--- config.mk ---
export PLATFORM = sky130hd
export DESIGN_NAME = mem_port_arbiter
export DESIGN_NICKNAME = d
export VERILOG_FILES = /design/src/rtl/mem_port_arbiter.sv
export SDC_FILE = /design/constraint.sdc
export NUM_CORES = 1
export LEC_CHECK = 0
export ABC_AREA = 1
export CAP_MARGIN = 40
export CORE_ASPECT_RATIO = 1.75
export CORE_MARGIN = 2
export CORE_UTILIZATION = 40
export DETAILED_ROUTE_END_ITERATION = 8
export PLACE_DENSITY = 0.8
export SLEW_MARGIN = 5
export SYNTH_ARGS = -nofsm -noshare
export SYNTH_HDL_FRONTEND = slang
export SYNTH_HIERARCHICAL = 1
export SYNTH_SLANG_ARGS = --single-unit
--- constraint.sdc ---
create_clock -name Clock -period 1.9 [get_ports Clock]
set_input_delay 0.475 -clock Clock [delete_from_list [all_inputs] [get_ports Clock]]
set_output_delay 0.475 -clock Clock [all_outputs]
set_load 0.005 [all_outputs]
--- src/rtl/mem_port_arbiter.sv ---
// Two-master arbiter for a single-port memory: CPU-priority grant with a D-port
// starvation guard, fixed-latency strobe window, registered read data and one-cycle ack.
module mem_port_arbiter #(
    parameter int ADDR_W      = 32,
    parameter int DATA_W      = 32,
    parameter int MEM_LATENCY = 2,
    parameter int MAX_WAIT    = 4
) (
    input  logic              Clock,
    input  logic              Resetn,
    input  logic              c_req,
    input  logic              c_we,
    input  logic [ADDR_W-1:0] c_addr,
    input  logic [DATA_W-1:0] c_wdata,
    output logic              c_ack,
    output logic [DATA_W-1:0] c_rdata,
    input  logic              d_req,
    input  logic              d_we,
    input  logic [ADDR_W-1:0] d_addr,
    input  logic [DATA_W-1:0] d_wdata,
    output logic              d_ack,
    output logic [DATA_W-1:0] d_rdata,
    output logic [ADDR_W-1:0] Address,
    output logic [DATA_W-1:0] WriteData,
    output logic              MemRead,
    output logic              MemWrite,
    input  logic [DATA_W-1:0] MemData,
    output logic              busy,
    output logic              owner
);

    localparam int LAT_W  = (MEM_LATENCY > 1) ? $clog2(MEM_LATENCY) : 1;
    localparam int WAIT_W = $clog2(MAX_WAIT + 1);

    localparam logic [LAT_W-1:0]  LAT_LOAD = LAT_W'(MEM_LATENCY - 1);
    localparam logic [LAT_W-1:0]  LAT_ZERO = {LAT_W{1'b0}};
    localparam logic [LAT_W-1:0]  LAT_ONE  = LAT_W'(1);
    localparam logic [WAIT_W-1:0] WAIT_MAX  = WAIT_W'(MAX_WAIT);
    localparam logic [WAIT_W-1:0] WAIT_ZERO = {WAIT_W{1'b0}};
    localparam logic [WAIT_W-1:0] WAIT_ONE  = WAIT_W'(1);

    typedef enum logic [1:0] {
        ST_IDLE   = 2'd0,
        ST_ACCESS = 2'd1,
        ST_ACK    = 2'd2
    } state_t;

    state_t             state_r;
    logic [LAT_W-1:0]   lat_cnt_r;
    logic [WAIT_W-1:0]  wait_cnt_r;
    logic               we_r;

    logic               grant_valid_s;
    logic               grant_d_s;
    logic [WAIT_W-1:0]  wait_next_s;
    logic [ADDR_W-1:0]  sel_addr_s;
    logic [DATA_W-1:0]  sel_wdata_s;
    logic               sel_we_s;

    // Arbitration: D is forced once it has been passed over MAX_WAIT times in a row.
    always_comb begin
        grant_valid_s = c_req | d_req;
        if (d_req && (wait_cnt_r == WAIT_MAX)) begin
            grant_d_s = 1'b1;
        end else if (c_req) begin
            grant_d_s = 1'b0;
        end else begin
            grant_d_s = d_req;
        end
    end

    // Starvation counter update applied at each IDLE grant.
    always_comb begin
        if (!grant_d_s && d_req) begin
            if (wait_cnt_r == WAIT_MAX) begin
                wait_next_s = WAIT_MAX;
            end else begin
                wait_next_s = wait_cnt_r + WAIT_ONE;
            end
        end else begin
            wait_next_s = WAIT_ZERO;
        end
    end

    // Winner's request fields, latched into the memory-side registers on grant.
    always_comb begin
        if (grant_d_s) begin
            sel_addr_s  = d_addr;
            sel_wdata_s = d_wdata;
            sel_we_s    = d_we;
        end else begin
            sel_addr_s  = c_addr;
            sel_wdata_s = c_wdata;
            sel_we_s    = c_we;
        end
    end

    // Access sequencer: IDLE -> ACCESS (strobes for MEM_LATENCY cycles) -> ACK -> IDLE.
    always_ff @(posedge Clock) begin
        if (Resetn) begin
            state_r    <= ST_IDLE;
            lat_cnt_r  <= LAT_ZERO;
            wait_cnt_r <= WAIT_ZERO;
            we_r       <= 1'b0;
            c_ack      <= 1'b0;
            d_ack      <= 1'b0;
            c_rdata    <= {DATA_W{1'b0}};
            d_rdata    <= {DATA_W{1'b0}};
            Address    <= {ADDR_W{1'b0}};
            WriteData  <= {DATA_W{1'b0}};
            MemRead    <= 1'b0;
            MemWrite   <= 1'b0;
            busy       <= 1'b0;
            owner      <= 1'b0;
        end else begin
            case (state_r)
                ST_IDLE: begin
                    c_ack <= 1'b0;
                    d_ack <= 1'b0;
                    if (grant_valid_s) begin
                        Address    <= sel_addr_s;
                        WriteData  <= sel_wdata_s;
                        we_r       <= sel_we_s;
                        owner      <= grant_d_s;
                        wait_cnt_r <= wait_next_s;
                        lat_cnt_r  <= LAT_LOAD;
                        MemRead    <= ~sel_we_s;
                        MemWrite   <= sel_we_s;
                        busy       <= 1'b1;
                        state_r    <= ST_ACCESS;
                    end else begin
                        MemRead  <= 1'b0;
                        MemWrite <= 1'b0;
                        busy     <= 1'b0;
                        state_r  <= ST_IDLE;
                    end
                end
                ST_ACCESS: begin
                    if (lat_cnt_r == LAT_ZERO) begin
                        MemRead  <= 1'b0;
                        MemWrite <= 1'b0;
                        c_ack    <= ~owner;
                        d_ack    <= owner;
                        if (!we_r) begin
                            if (owner) begin
                                d_rdata <= MemData;
                            end else begin
                                c_rdata <= MemData;
                            end
                        end else begin
                            c_rdata <= c_rdata;
                        end
                        state_r <= ST_ACK;
                    end else begin
                        lat_cnt_r <= lat_cnt_r - LAT_ONE;
                        state_r   <= ST_ACCESS;
                    end
                end
                ST_ACK: begin
                    c_ack   <= 1'b0;
                    d_ack   <= 1'b0;
                    busy    <= 1'b0;
                    state_r <= ST_IDLE;
                end
                default: begin
                    c_ack    <= 1'b0;
                    d_ack    <= 1'b0;
                    MemRead  <= 1'b0;
                    MemWrite <= 1'b0;
                    busy     <= 1'b0;
                    state_r  <= ST_IDLE;
                end
            endcase
        end
    end

    mem_port_arbiter_checker u_checker (
        .clk       (Clock),
        .rst       (Resetn),
        .c_ack     (c_ack),
        .d_ack     (d_ack),
        .mem_read  (MemRead),
        .mem_write (MemWrite),
        .busy      (busy)
    );

endmodule

// Protocol invariants of the arbiter's memory and ack outputs.
module mem_port_arbiter_checker (
    input logic clk,
    input logic rst,
    input logic c_ack,
    input logic d_ack,
    input logic mem_read,
    input logic mem_write,
    input logic busy
);

    // The two strobes are mutually exclusive.
    strobe_excl_a: assert property (@(posedge clk) disable iff (rst)
        !(mem_read && mem_write));

    // Only one port is ever acknowledged.
    ack_excl_a: assert property (@(posedge clk) disable iff (rst)
        !(c_ack && d_ack));

    // Acks only appear while the arbiter is busy.
    ack_busy_a: assert property (@(posedge clk) disable iff (rst)
        (c_ack || d_ack) |-> busy);

endmodule

==> results.md <==
| Metric | This run |
|:---|:---|
| Hold Path Stages | 2 |
| Via count | 6512 |
| Top cell family by delay on the critical path | buffers and inverters |
| Estimated wirelength of the detail-placed design | 14.0 mm |
| Wire per inst | 13.5 um |
| DRC violation count after routing | 0 |
| Worst Skew | 0.00769 ns |
| I/O pin count | 300 |
| Net Count, Synth | 1077 |
| Ratio of cells with drive above 1 in the final layout | 5.45% |
| Worst Hold Endpoint | MemWrite |
| Slew at the pin closest to its max-slew limit | 0.589 ns |
| Width of the chip | 97 um |
| Cell area power density | 894 nW/um^2 |
| Maximum level of the CTS H-tree | 4 |
| Delay of the slowest cell on the worst path | 0.57 ns |
| # port buffers | 299 |
| Number of buffers created by CTS | 17 |
| Core Region | 14800 um^2 |
| Longest Clk Path Bufs | 2 |
| Multi-input gate area | 2600 um^2 |
| Clock latency of the later-clocked register in the worst-skew pair | 0.41 ns |
| Worst endpoint required time | 1.42 ns |
| Leakage power | 4.46 nW |
| Iteration-0 DRC count of the detailed router | 209 |
| Setup Buffers After CTS | 0 |
| Most used standard cells in the synthesized netlist | 267 x nor2_1, 210 x nand2_1, 141 x dfxtp_1, 76 x inv_1, 74 x nand3_1 |
| Remaining antenna violation count | 0 |
| Flip-flop and latch area | 2820 um^2 |
| Netlist cell types | 19 |
| Non-filler cells, final | 1395 |
| Upper clock frequency limit | 0.561 GHz |
| Top cell type's share of synthesized area | 46.6% |
| Flip-flop and latch count after synthesis | 141 |
| Hold Crit Class | flip-flop to flip-flop |
| Number of max-cap violations | 0 |
| Initial standard-cell utilization of the core | 40.8% |
| Initial antenna violation count | 1 |
| Overall routed net length | 18.9 mm |
| Cell types with the largest area share after synthesis | dfxtp_1 47%, nor2_1 17%, nand2_1 13% |
| Post-Synthesis Mean Instance Area | 6.66 um^2 |
| Final count of negative-setup-slack endpoints | 0 |
| Cts-stage hold buffer count | 0 |
| Category of the critical setup timing path | flip-flop to primary output |
| Number of search-and-repair iterations in the first detailed-routing pass | 5 |
| Wire length of the first global-routing pass | 30.6 mm |
| Growth of design area from synthesis to finish | 62.3% |
| Setup repair after global routing missed its margin | no |
| Worst r2r dst | Address[22] |
| Total count of hold-check failures in the final report | 0 |
| VDD IR max | 0.621 mV |
| Worst reg-to-reg path cell count | 10 |
| Post-Synthesis Cells | 909 |
| Number of fillers in the final layout | 1276 |
| Crit Path Max Fanout | 2 |
| GRT Util Overall | 23.3% |
| Leftover overflow at the end of global routing | 0 |
| Time the final worst path needs with I/O delays and setup | 1.78 ns |
| R2r startpoint | wait_cnt_r[0] |
| Core Rows | 59 |
| Routability-driven placement congestion ratio | 0.861 |
| Root cell of the clock tree | clkbuf_16 |
| Floorplan die height | 167 um |
| Synth async-reset ratio | 0% |
| Top FF cell, synth | dfxtp_1 |
| Clock net sink count | 141 |
| Clock tree from TritonCTS | done |
| Placed cell count | 1362 |
| Post-synth EDFFs | 0 |
| Run status | finished clean |
| Final Slew Violations | 0 |
| Post-DR vias/cell | 4.67 |
| Final critical-path share of the clock period | 93.9% |
| Sequential element share of the synthesized area | 46.6% |
| Clk pin slew, worst setup/hold paths | 0.06 ns |
| Die area | 16200 um^2 |
| Remaining max-slew budget at the tightest pin | 60.7% |
| Critical path buffer and inverter count | 1 |
| Kind of end point of the critical path | primary output |
| Largest net degree at the start of global routing | 68 |
| Hold wc startpoint | MemWrite |
| Crit path launch type | flip-flop |
| Final nets | 1366 |
| Finished Core Util | 66.2% |
| Minimum setup slack among reg-to-reg paths | 0.42 ns |
| Total of warnings raised by yosys | 6 |
| Count leader, synth | nor2_1 |
| Synthesized cell area | 6050 um^2 |
| Quantity of gates resized following cts | 0 |
| Standard cell with the maximum stage delay on the critical path | clkdlybuf4s50_1 |
| Data arrival, critical path | 1.31 ns |
| Via count of the first global-routing pass | 6305 |
| Critical-path cell list | clkdlybuf4s50_1 |
| Library cell with the largest summed area after synthesis | dfxtp_1 |
-- cells by family after synthesis --
| group | after synthesis | share of synthesized area, % |
|---|---|---|
| fa+ha+maj | 2 | 0.413 |
| buf+inv | 135 | 10.4 |
| flops | 141 | 46.6 |
| compound gates | 77 | 6.41 |
| simple gates | 554 | 36.1 |
-- metal layers --
metal	GRT usage, %	vias to the layer above	part of all wire [%]
li1	-	3351	-
met1	23.3	2889	35
met2	44.4	240	54
met3	6.71	32	7.3
met4	9.37	0	3.0
met5	0	-	0
-- sequential cells by signal, summed over array words and instances, names as in the netlist, 2 cells and up --
name / count
wait_cnt_r: 3
state_r: 2
c_rdata: 32
WriteData: 32
d_rdata: 32
Address: 32
-- worst reg2reg max path, cell delays in order, from the launching register on --
cell	delay [ns]
dfxtp_1	0.36
inv_1	0.06
ha_1	0.21
nand3_1	0.11
nand2_2	0.10
inv_2	0.12
buf_12	0.19
nand2_1	0.11
nand3_1	0.07
nand2_1	0.05
inv_1	0.04
-- layout make-up --
| class | instances | area share (%) |
|---|---|---|
| multi-input combinational | 633 | 26.5 |
| inverter | 81 | 3.12 |
| timing repair buffer | 324 | 33.2 |
| clock inverter | 15 | 1.78 |
| clock buffer | 17 | 4.33 |
| sequential | 141 | 28.7 |
| tap | 183 | 2.33 |
| antenna | 1 | 0.0255 |
-- where the power goes --
group          total [W]  internal [W]  switching (W)
Combinational    0.00200       0.00113       0.000869
Clock            0.00338       0.00198        0.00139
Sequential       0.00341       0.00325       0.000158
Total            0.00878       0.00636        0.00242
-- stage by stage --
step	power (W)	TNS, ns	hold WS, ns	setup WS, ns	instance area [um^2]
after floorplan	0.00434	0	0.451	0.542	6050
after detailed placement	0.00547	-2.60	0.463	-0.105	9230
after global placement	0.00544	-0.185	0.456	-0.0530	9230
after global routing	0.00926	0	0.488	0.0589	9830
final	0.00878	0	0.466	0.116	9830
after CTS	0.00889	0	0.471	0.0787	9830
-- layout by cell type (no fill, tap or decap), drive strengths merged, types with 2 or more instances in the layout --
cell type      count
nand3             74
clkinv             3
a21oi              9
o21ai             67
buf               26
clkdlybuf4s50    298
inv               89
dfxtp            141
ha                 2
clkinvlp           2
bufinv             2
clkbuf            17
nand2            211
nor2             268
-- worst max path at each step --
stage	from	end	slack (ns)	cells after the start
3_5_place_dp	d_req	Address[2]	-0.10	8
6_report	WriteData[7]	WriteData[7]	0.12	1
5_1_grt	WriteData[3]	WriteData[3]	0.06	1
3_3_place_gp	d_req	Address[2]	-0.05	8
4_1_cts	Address[0]	Address[0]	0.08	1
2_1_floorplan	wait_cnt_r[0]	Address[0]	0.54	10
Power figures use the tool's default switching activity.
